File: src/rtl/jk_bank_sched.sv
// Two-requester scheduler for a shared bank of JK flip-flops: arbitrates round-robin,
// drives one cycle of masked J/K, then checks the bank outputs against the expected result.
module jk_bank_sched #(
  parameter int unsigned WIDTH       = 4,
  parameter int unsigned INIT_CYCLES = 2
) (
  input  logic             clk,
  input  logic             clear,
  input  logic             req0_valid,
  output logic             req0_ready,
  input  logic [1:0]       req0_op,
  input  logic [WIDTH-1:0] req0_mask,
  input  logic             req1_valid,
  output logic             req1_ready,
  input  logic [1:0]       req1_op,
  input  logic [WIDTH-1:0] req1_mask,
  output logic [WIDTH-1:0] jk_j,
  output logic [WIDTH-1:0] jk_k,
  output logic             jk_clr,
  input  logic [WIDTH-1:0] q_in,
  output logic             busy,
  output logic             done,
  output logic             done_id,
  output logic             err,
  output logic [7:0]       err_cnt
);

  typedef enum logic [1:0] {ST_INIT, ST_IDLE, ST_DRIVE, ST_CHECK} state_t;

  state_t           state_q, state_d;
  logic [31:0]      init_cnt_q, init_cnt_d;
  logic [WIDTH-1:0] jk_j_q, jk_j_d, jk_k_q, jk_k_d;
  logic [WIDTH-1:0] exp_q, exp_d;
  logic             jk_clr_q, jk_clr_d;
  logic             busy_q, busy_d;
  logic             done_q, done_d;
  logic             done_id_q, done_id_d;
  logic             err_q, err_d;
  logic [7:0]       err_cnt_q, err_cnt_d;
  logic             id_q, id_d;
  logic             rr_q, rr_d;

  logic             grant_valid, grant_id;
  logic [1:0]       sel_op;
  logic [WIDTH-1:0] sel_mask;

  // rr_q holds the last requester served; on contention the other one wins
  always_comb begin
    grant_valid = req0_valid | req1_valid;
    grant_id    = (req0_valid && req1_valid) ? ~rr_q : req1_valid;
    sel_op      = grant_id ? req1_op : req0_op;
    sel_mask    = grant_id ? req1_mask : req0_mask;
    req0_ready  = (state_q == ST_IDLE) && grant_valid && !grant_id;
    req1_ready  = (state_q == ST_IDLE) && grant_valid && grant_id;
  end

  always_comb begin
    state_d    = state_q;
    init_cnt_d = init_cnt_q;
    jk_j_d     = '0;
    jk_k_d     = '0;
    jk_clr_d   = 1'b0;
    exp_d      = exp_q;
    id_d       = id_q;
    rr_d       = rr_q;
    done_d     = 1'b0;
    done_id_d  = done_id_q;
    err_d      = 1'b0;
    err_cnt_d  = err_cnt_q;
    case (state_q)
      ST_INIT: begin
        jk_clr_d = 1'b1;
        if (init_cnt_q == INIT_CYCLES - 1) begin
          state_d  = ST_IDLE;
          jk_clr_d = 1'b0;
        end else begin
          init_cnt_d = init_cnt_q + 32'd1;
        end
      end
      ST_IDLE: begin
        if (grant_valid) begin
          state_d = ST_DRIVE;
          id_d    = grant_id;
          jk_j_d  = sel_mask & {WIDTH{sel_op[1]}};
          jk_k_d  = sel_mask & {WIDTH{sel_op[0]}};
          case (sel_op)
            2'b00:   exp_d = q_in;
            2'b01:   exp_d = q_in & ~sel_mask;
            2'b10:   exp_d = q_in | sel_mask;
            default: exp_d = q_in ^ sel_mask;
          endcase
        end
      end
      ST_DRIVE: state_d = ST_CHECK;
      ST_CHECK: begin
        state_d   = ST_IDLE;
        done_d    = 1'b1;
        done_id_d = id_q;
        rr_d      = id_q;
        if (q_in != exp_q) begin
          err_d = 1'b1;
          if (err_cnt_q != 8'hFF) err_cnt_d = err_cnt_q + 8'd1;
        end
      end
      default: state_d = ST_INIT;
    endcase
    busy_d = (state_d != ST_IDLE);
  end

  always_ff @(posedge clk or posedge clear) begin
    if (clear) begin
      state_q    <= ST_INIT;
      init_cnt_q <= '0;
      jk_j_q     <= '0;
      jk_k_q     <= '0;
      jk_clr_q   <= 1'b1;
      exp_q      <= '0;
      id_q       <= 1'b0;
      rr_q       <= 1'b1;
      busy_q     <= 1'b1;
      done_q     <= 1'b0;
      done_id_q  <= 1'b0;
      err_q      <= 1'b0;
      err_cnt_q  <= '0;
    end else begin
      state_q    <= state_d;
      init_cnt_q <= init_cnt_d;
      jk_j_q     <= jk_j_d;
      jk_k_q     <= jk_k_d;
      jk_clr_q   <= jk_clr_d;
      exp_q      <= exp_d;
      id_q       <= id_d;
      rr_q       <= rr_d;
      busy_q     <= busy_d;
      done_q     <= done_d;
      done_id_q  <= done_id_d;
      err_q      <= err_d;
      err_cnt_q  <= err_cnt_d;
    end
  end

  assign jk_j    = jk_j_q;
  assign jk_k    = jk_k_q;
  assign jk_clr  = jk_clr_q;
  assign busy    = busy_q;
  assign done    = done_q;
  assign done_id = done_id_q;
  assign err     = err_q;
  assign err_cnt = err_cnt_q;

endmodule

File: config.mk
export PLATFORM = sky130hd
export DESIGN_NAME = jk_bank_sched
export DESIGN_NICKNAME = d
export VERILOG_FILES = /design/src/rtl/jk_bank_sched.sv
export SDC_FILE = /design/constraint.sdc
export NUM_CORES = 1
export LEC_CHECK = 0
export BUFFER_PORTS_ARGS = -buffer_cell sky130_fd_sc_hd__buf_2
export CORE_ASPECT_RATIO = 1.1
export CORE_MARGIN = 3
export CORE_UTILIZATION = 51
export CTS_CLUSTER_SIZE = 25
export DETAILED_ROUTE_END_ITERATION = 7
export MAX_ROUTING_LAYER = met4
export PLACE_DENSITY = 0.75
export SETUP_SLACK_MARGIN = 0.15
export SLEW_MARGIN = 20
export SYNTH_ARGS = -nofsm -noshare
export SYNTH_HDL_FRONTEND = slang
export SYNTH_SLANG_ARGS = --single-unit
export TNS_END_PERCENT = 30
File: constraint.sdc
create_clock -name clk -period 2.05 [get_ports clk]
set_clock_uncertainty 0.05 [all_clocks]
set_input_delay 0.1025 -clock clk [delete_from_list [all_inputs] [get_ports clk]]
set_output_delay 0.1025 -clock clk [all_outputs]
set_load 0.005 [all_outputs]
# ---- Yosys cells after proc, flatten, opt, wreduce, memory -nomap -nowiden
# Cells that the tools add are included.
dict set report word_totals {
  regBits 61
  inputBits 20
  out_inout_bits 23
  elab_cells 59
}
dict set report op_classes {
  addsub 2
  n_eq_ne 9
  mux 16
  bitwise 9
  reduce_logical 10
}
# operator n
set ops {}
lappend ops {{$add A32 B1 Y32 const B} 1}
lappend ops {{$eq A32 B1 Y1 const B} 1}
lappend ops {{$mux W4} 5}
lappend ops {{$and A4 B4 Y4} 3}
lappend ops {{$pmux W4 S3} 1}
lappend ops {{$add A8 B1 Y8 const B} 1}
lappend ops {{$ne A8 B8 Y1 const B} 1}
lappend ops {{$pmux W2 S4} 1}
lappend ops {{$eq A2 B2 Y1 const B} 3}
lappend ops {{$mux W1} 6}
lappend ops {{$mux W2} 3}
lappend ops {{$eq A2 B1 Y1 const B} 2}
lappend ops {{$logic_and A1 B1 Y1} 4}
lappend ops {{$logic_not A2 Y1} 2}
lappend ops {{$ne A4 B4 Y1} 1}
lappend ops {{$not A4 Y4} 1}
lappend ops {{$or A4 B4 Y4} 1}
lappend ops {{$reduce_and A2 Y1} 2}
lappend ops {{$xor A4 B4 Y4} 1}
lappend ops {{$reduce_and A3 Y1} 1}
lappend ops {{$ne A2 B1 Y1 const B} 1}
lappend ops {{$not A1 Y1} 2}
lappend ops {{$logic_not A1 Y1} 1}
lappend ops {{$or A1 B1 Y1} 1}

# ---- Logic depth before layout (Yosys ltp)
dict set report depth {
  depth_word 6
  ltp_mapped 7
  ltp_nobuf 7
}

# ---- Worst setup path before layout
# OpenSTA, ideal clock, no wires.
dict set report synth_path {
  kind {reg-to-reg}
  startpoint {reg rr_q}
  endpoint {reg exp_q[1]}
  setup_time_ns 0.126
  arrival_time_ns 1.835
  t_required_ns 1.874
  setup_slack_ns 0.039
  path_stages_with_launch 8
  synth_period_minus_slack_ns 2.011
  path_cell_list {dfstp_2 a21boi_0 buf_2 mux2i_1 ha_1 inv_1 o21ai_0 o32a_1}
}
dict set report synth_between {
  elab_chain_cells 6
}
# element line
set synth_rtl {}
lappend synth_rtl {{from (decl)} 41} ;# logic rr_q, rr_d;
lappend synth_rtl {{from (signal assigned)} 133} ;# rr_q <= rr_d;
lappend synth_rtl {{$not A1 Y1 *} 50} ;# grant_id = (req0_valid && req1_valid) ? ~rr_q : req1_valid;
lappend synth_rtl {{$mux W1 *} 50}
lappend synth_rtl {{$mux W4} 52} ;# sel_mask = grant_id ? req1_mask : req0_mask;
lappend synth_rtl {{$not A4 Y4} 88} ;# 2'b01: exp_d = q_in & ~sel_mask;
lappend synth_rtl {{$and A4 B4 Y4} 88}
lappend synth_rtl {{$pmux W4 S3 *} 86} ;# case (sel_op)
lappend synth_rtl {{to (signal assigned)} 131} ;# exp_q <= exp_d;
lappend synth_rtl {{to (decl)} 33} ;# logic [WIDTH-1:0] exp_q, exp_d;
# Every way passes the cells marked *; elsewhere a longest branch is shown, timed or not.
# A chain may end at the register's enable or synchronous reset.

# ---- Worst setup path after layout
dict set report layout_path {
  startpoint {reg state_q[1]}
  endpoint {reg init_cnt_q[16]}
}
dict set report layout_between {
  elab_chain_cells 2
}
# element line
set layout_rtl {}
lappend layout_rtl {{from (decl)} 30} ;# state_t state_q, state_d;
lappend layout_rtl {{from (signal assigned)} 126} ;# state_q <= state_d;
lappend layout_rtl {{$logic_not A2 Y1} 70} ;# case (state_q)
lappend layout_rtl {{$reduce_and A2 Y1 (no source line)} n/a}
lappend layout_rtl {{to (signal assigned)} 127} ;# init_cnt_q <= init_cnt_d;
lappend layout_rtl {{to (decl)} 31} ;# logic [31:0] init_cnt_q, init_cnt_d;
# Every way passes these cells.

==> key figures <==
Timing
  – Max Slew Vio Count: 0
  – Period Utilization, post-route: 0.934
  – Clock period minus worst slack: ~1.9 ns
  – Fmax achieved: 0.522 GHz
  – Fin Setup TNS: 0 ns
  – Final hold violations: 0
  – Slew HR: 0.656
  – Worst-margin pin slew: between 0.5 and 0.6 ns
  – Final Setup Violations: 0
  – RSZ-0062 raised after global routing: true

Min path
  – Worst min path class: primary input to flip-flop
  – Worst Hold End: jk_j[1]$_DFF_PP0_
  – Hold path depth: 3
  – Min-Delay Startpoint: req0_mask[1]

Drt
  – DRT iter0 DRCs: 84
  – Drt wl/cell: between 10 and 15 um
  – Via count: about 2,200
  – Via density: 5.13
  – Post-route DRC: 0
  – DRT Pass-1 Iters: 4
  – WL final: 5.88 mm
  – DRT antenna net count: 0

Power
  – Leakage: 1.85 nW
  – Worst ir drop on vdd: about 0.81 mV
  – Net Sw Frac: 0.315
  – Internal power: between 2 and 3 mW
  – Switching pwr: around 1.2 mW
  – Power share of the sequential group: 0.435
  – Clock share of power: 0.273
  – Pwr Density: 1030 nW/um2
  – Comb pwr share: 0.292
  – Tot Pwr: about 3.8 mW

Place
  – Routability Congestion: ~0.82
  – I/O Buffers: 42
  – Dpl hpwl: slightly above 4 mm

Synth
  – Post-synth ARST share: 1.00
  – Area leader, netlist: dfrtp_1
  – Yosys warns: 0
  – Netlist cell types: 40
  – Post-synth EDFFs: 0
  – Synth Area per Inst: around 11 um2
  – Post-synth top area share: 0.490
  – Post-Synthesis Cells: around 270
  – Post-synthesis sequential area ratio: 0.517
  – Synth top area cells: dfrtp_1, xnor2_1, ha_1
  – Post-Synth XOR/XNOR Area: 0.121
  – Synth Register Bits: between 60 and 70
  – Simple logic cell fraction of the synthesized area: 0.197
  – Adder-Cell Fraction of Synth Area: 0.0465
  – Synthesized area: between 2000 and 3000 um2
  – Prevailing post-synth register cell: dfrtp_1
  – Post-Syn Nets: slightly above 300
  – Complex-gate fraction of the synthesized area: 0.0419
  – Mux contribution to synthesized area: 0.0499
  – Main combinational cell family by area after synthesis: simple AND/OR/NAND/NOR gates

Critical path
  – Worst R2R Path Depth: 5
  – Largest fanout on the critical path: 8
  – Startpoint Class: flip-flop
  – FF-to-FF setup slack: ~0.13 ns
  – Req. time, crit path: between 2 and 2.5 ns
  – Worst r2r dst: init_cnt_q[16]$_DFFE_PP0P_
  – Worst r2r src: state_q[1]$_DFF_PP0_
  – Worst path arrival time: ~2.1 ns
  – Crit. End Element: flip-flop
  – Kind of critical path: flip-flop to flip-flop

Floorplan
  – Die H: 85.9 um
  – Die X: 78.6 um
  – # rows: 28
  – Die area: 6750 um2
  – I/O pins: 43
  – Initial core utilization: 0.538
  – Core Area: 5500 um2

Run status
  – Status: complete, no violations

CTS
  – CTS Buf Count: 9
  – Clock sinks: ~60
  – TritonCTS clock tree: yes
  – CTS HTree Levels: 3
  – Later-pin clock latency in the skew report: about 0.33 ns
  – Root buffer cell: clkbuf_8
  – Clock Tree Buf Depth: 2
  – Clock slew at reported path FFs: about 0.070 ns

GRT
  – First-pass GRT wire length: slightly below 10 mm
  – Pin count of the biggest net entering global routing: 27
  – Vias in the first global route: approximately 2,200
  – Global route overflow: 0
  – Antenna violations before repair: 0
  – GRT Total Usage: 0.193

Cells and area
  – Fill cell count: roughly 430
  – Final net count: roughly 380
  – Antenna diodes: 0
  – Fraction of layout cells with a size suffix above 1: 0.311
  – Area Growth Syn to Fin: 26.3%

Run
  – Max cap viols: 0
==> cells by family after synthesis <==
kind of cell	Yosys count
AO/OA/AOI/OAI	17
AND/OR/NAND/NOR	112
adder cells (fa/ha/maj)	11
XOR/XNOR	41
multiplexers	14
buffers and inverters	17
flip-flops	61
==> metrics by stage <==
step	utilization	worst slack [ns]	hold WS [ns]	area, um2	instances
after floorplan	-	0.0842	0.241	2970	273
after global placement	0.612	0.0702	0.125	3360	401
after detailed placement	0.612	0.0112	0.121	3360	401
after CTS	0.652	0.0919	0.00635	3580	418
after global routing	0.679	0.0806	0.0259	3740	425
final	0.679	0.135	0.0182	3740	425
==> what timing repair did <==
| action | in CTS | in global routing |
|---|---|---|
| pin swaps | 2 | 8 |
| gates cloned | 0 | 1 |
| hold buffers | 1 | 0 |
| gates resized for setup | 5 | 17 |
| setup buffers | 0 | 6 |
| endpoints found under the hold margin | 23 | 0 |
| setup endpoints to repair | 11 | 20 |
==> synth_stat cells (4+ instances only) <==
| cell | instances |
|---|---|
| mux2i_1 | 8 |
| nand2_1 | 23 |
| xor2_1 | 12 |
| ha_1 | 11 |
| and3_1 | 6 |
| xnor2_1 | 29 |
| mux2_2 | 6 |
| o21ai_0 | 5 |
| dfrtp_1 | 58 |
| nor4_1 | 6 |
| nor3_1 | 5 |
| nand3_1 | 10 |
| or2_2 | 4 |
| nand4_1 | 16 |
| inv_1 | 13 |
| nor2_1 | 26 |
==> worst max-delay path by stage <==
stage,start,endpoint,slack (ns)
2_1_floorplan,state_q[0]$_DFF_PP0_,init_cnt_q[26]$_DFFE_PP0P_,0.08
3_3_place_gp,init_cnt_q[6]$_DFFE_PP0P_,init_cnt_q[26]$_DFFE_PP0P_,0.07
3_5_place_dp,init_cnt_q[6]$_DFFE_PP0P_,init_cnt_q[28]$_DFFE_PP0P_,0.01
4_1_cts,rr_q$_DFFE_PP1P_,exp_q[2]$_DFFE_PP0P_,0.09
5_1_grt,init_cnt_q[6]$_DFFE_PP0P_,init_cnt_q[20]$_DFFE_PP0P_,0.08
6_report,state_q[1]$_DFF_PP0_,init_cnt_q[16]$_DFFE_PP0P_,0.13
==> per-layer routing <==
metal	global-route usage	up-vias	wire (um)
met4	0.100	0	122
li1	-	1088	-
met3	0.0378	10	214
met2	0.305	43	2930
met5	-	-	0
met1	0.234	1039	2610
==> layout make-up <==
type                    count  area, um2  share of cell area
multi-input cells         195       1450               0.388
repair buffers             65        419               0.112
clock buffers              12        145              0.0388
well taps                  75       93.8              0.0251
clock inverters             4       47.5              0.0127
inverters                  13       48.8              0.0131
flip-flops and latches     61       1530               0.410
==> layout by cell type, fill, tap and decap left out, types with 6 or more instances in the layout <==
cell type	synthesis	routed
xor2_1	12	12
inv_1	13	12
buf_2	1	42
ha_1	11	11
and3_1	6	6
nand2_1	23	23
xnor2_1	29	29
clkbuf_8	0	10
buf_4	1	19
dfrtp_1	58	57
nand3_1	10	10
nor2_1	26	23
nor4_1	6	6
nand4_1	16	16
==> flip-flops by register name, indices dropped and copies added (netlist names) <==
register	flops
done_id	1
exp_q	4
err_cnt	8
id_q	1
rr_q	1
done	1
busy	1
err	1
jk_clr	1
state_q	2
init_cnt_q	32
jk_j	4
jk_k	4
==> power groups by stage <==
stage | logic, mW | registers [mW] | clock network, mW
2_1_floorplan | 0.637 | 1.70 | 0
3_3_place_gp | 1.05 | 1.68 | 0
3_5_place_dp | 1.07 | 1.69 | 0
4_1_cts | 1.09 | 1.67 | 1.07
5_1_grt | 1.25 | 1.71 | 1.12
6_report | 1.12 | 1.67 | 1.05
==> critical path: stages (launching register included) <==
cell	delay [ns]
dfrtp_1	0.37
or3b_1	0.36
or4_4	0.42
or2_4	0.33
buf_6	0.14
xnor2_1	0.12
(Power assumes the default switching activity.)
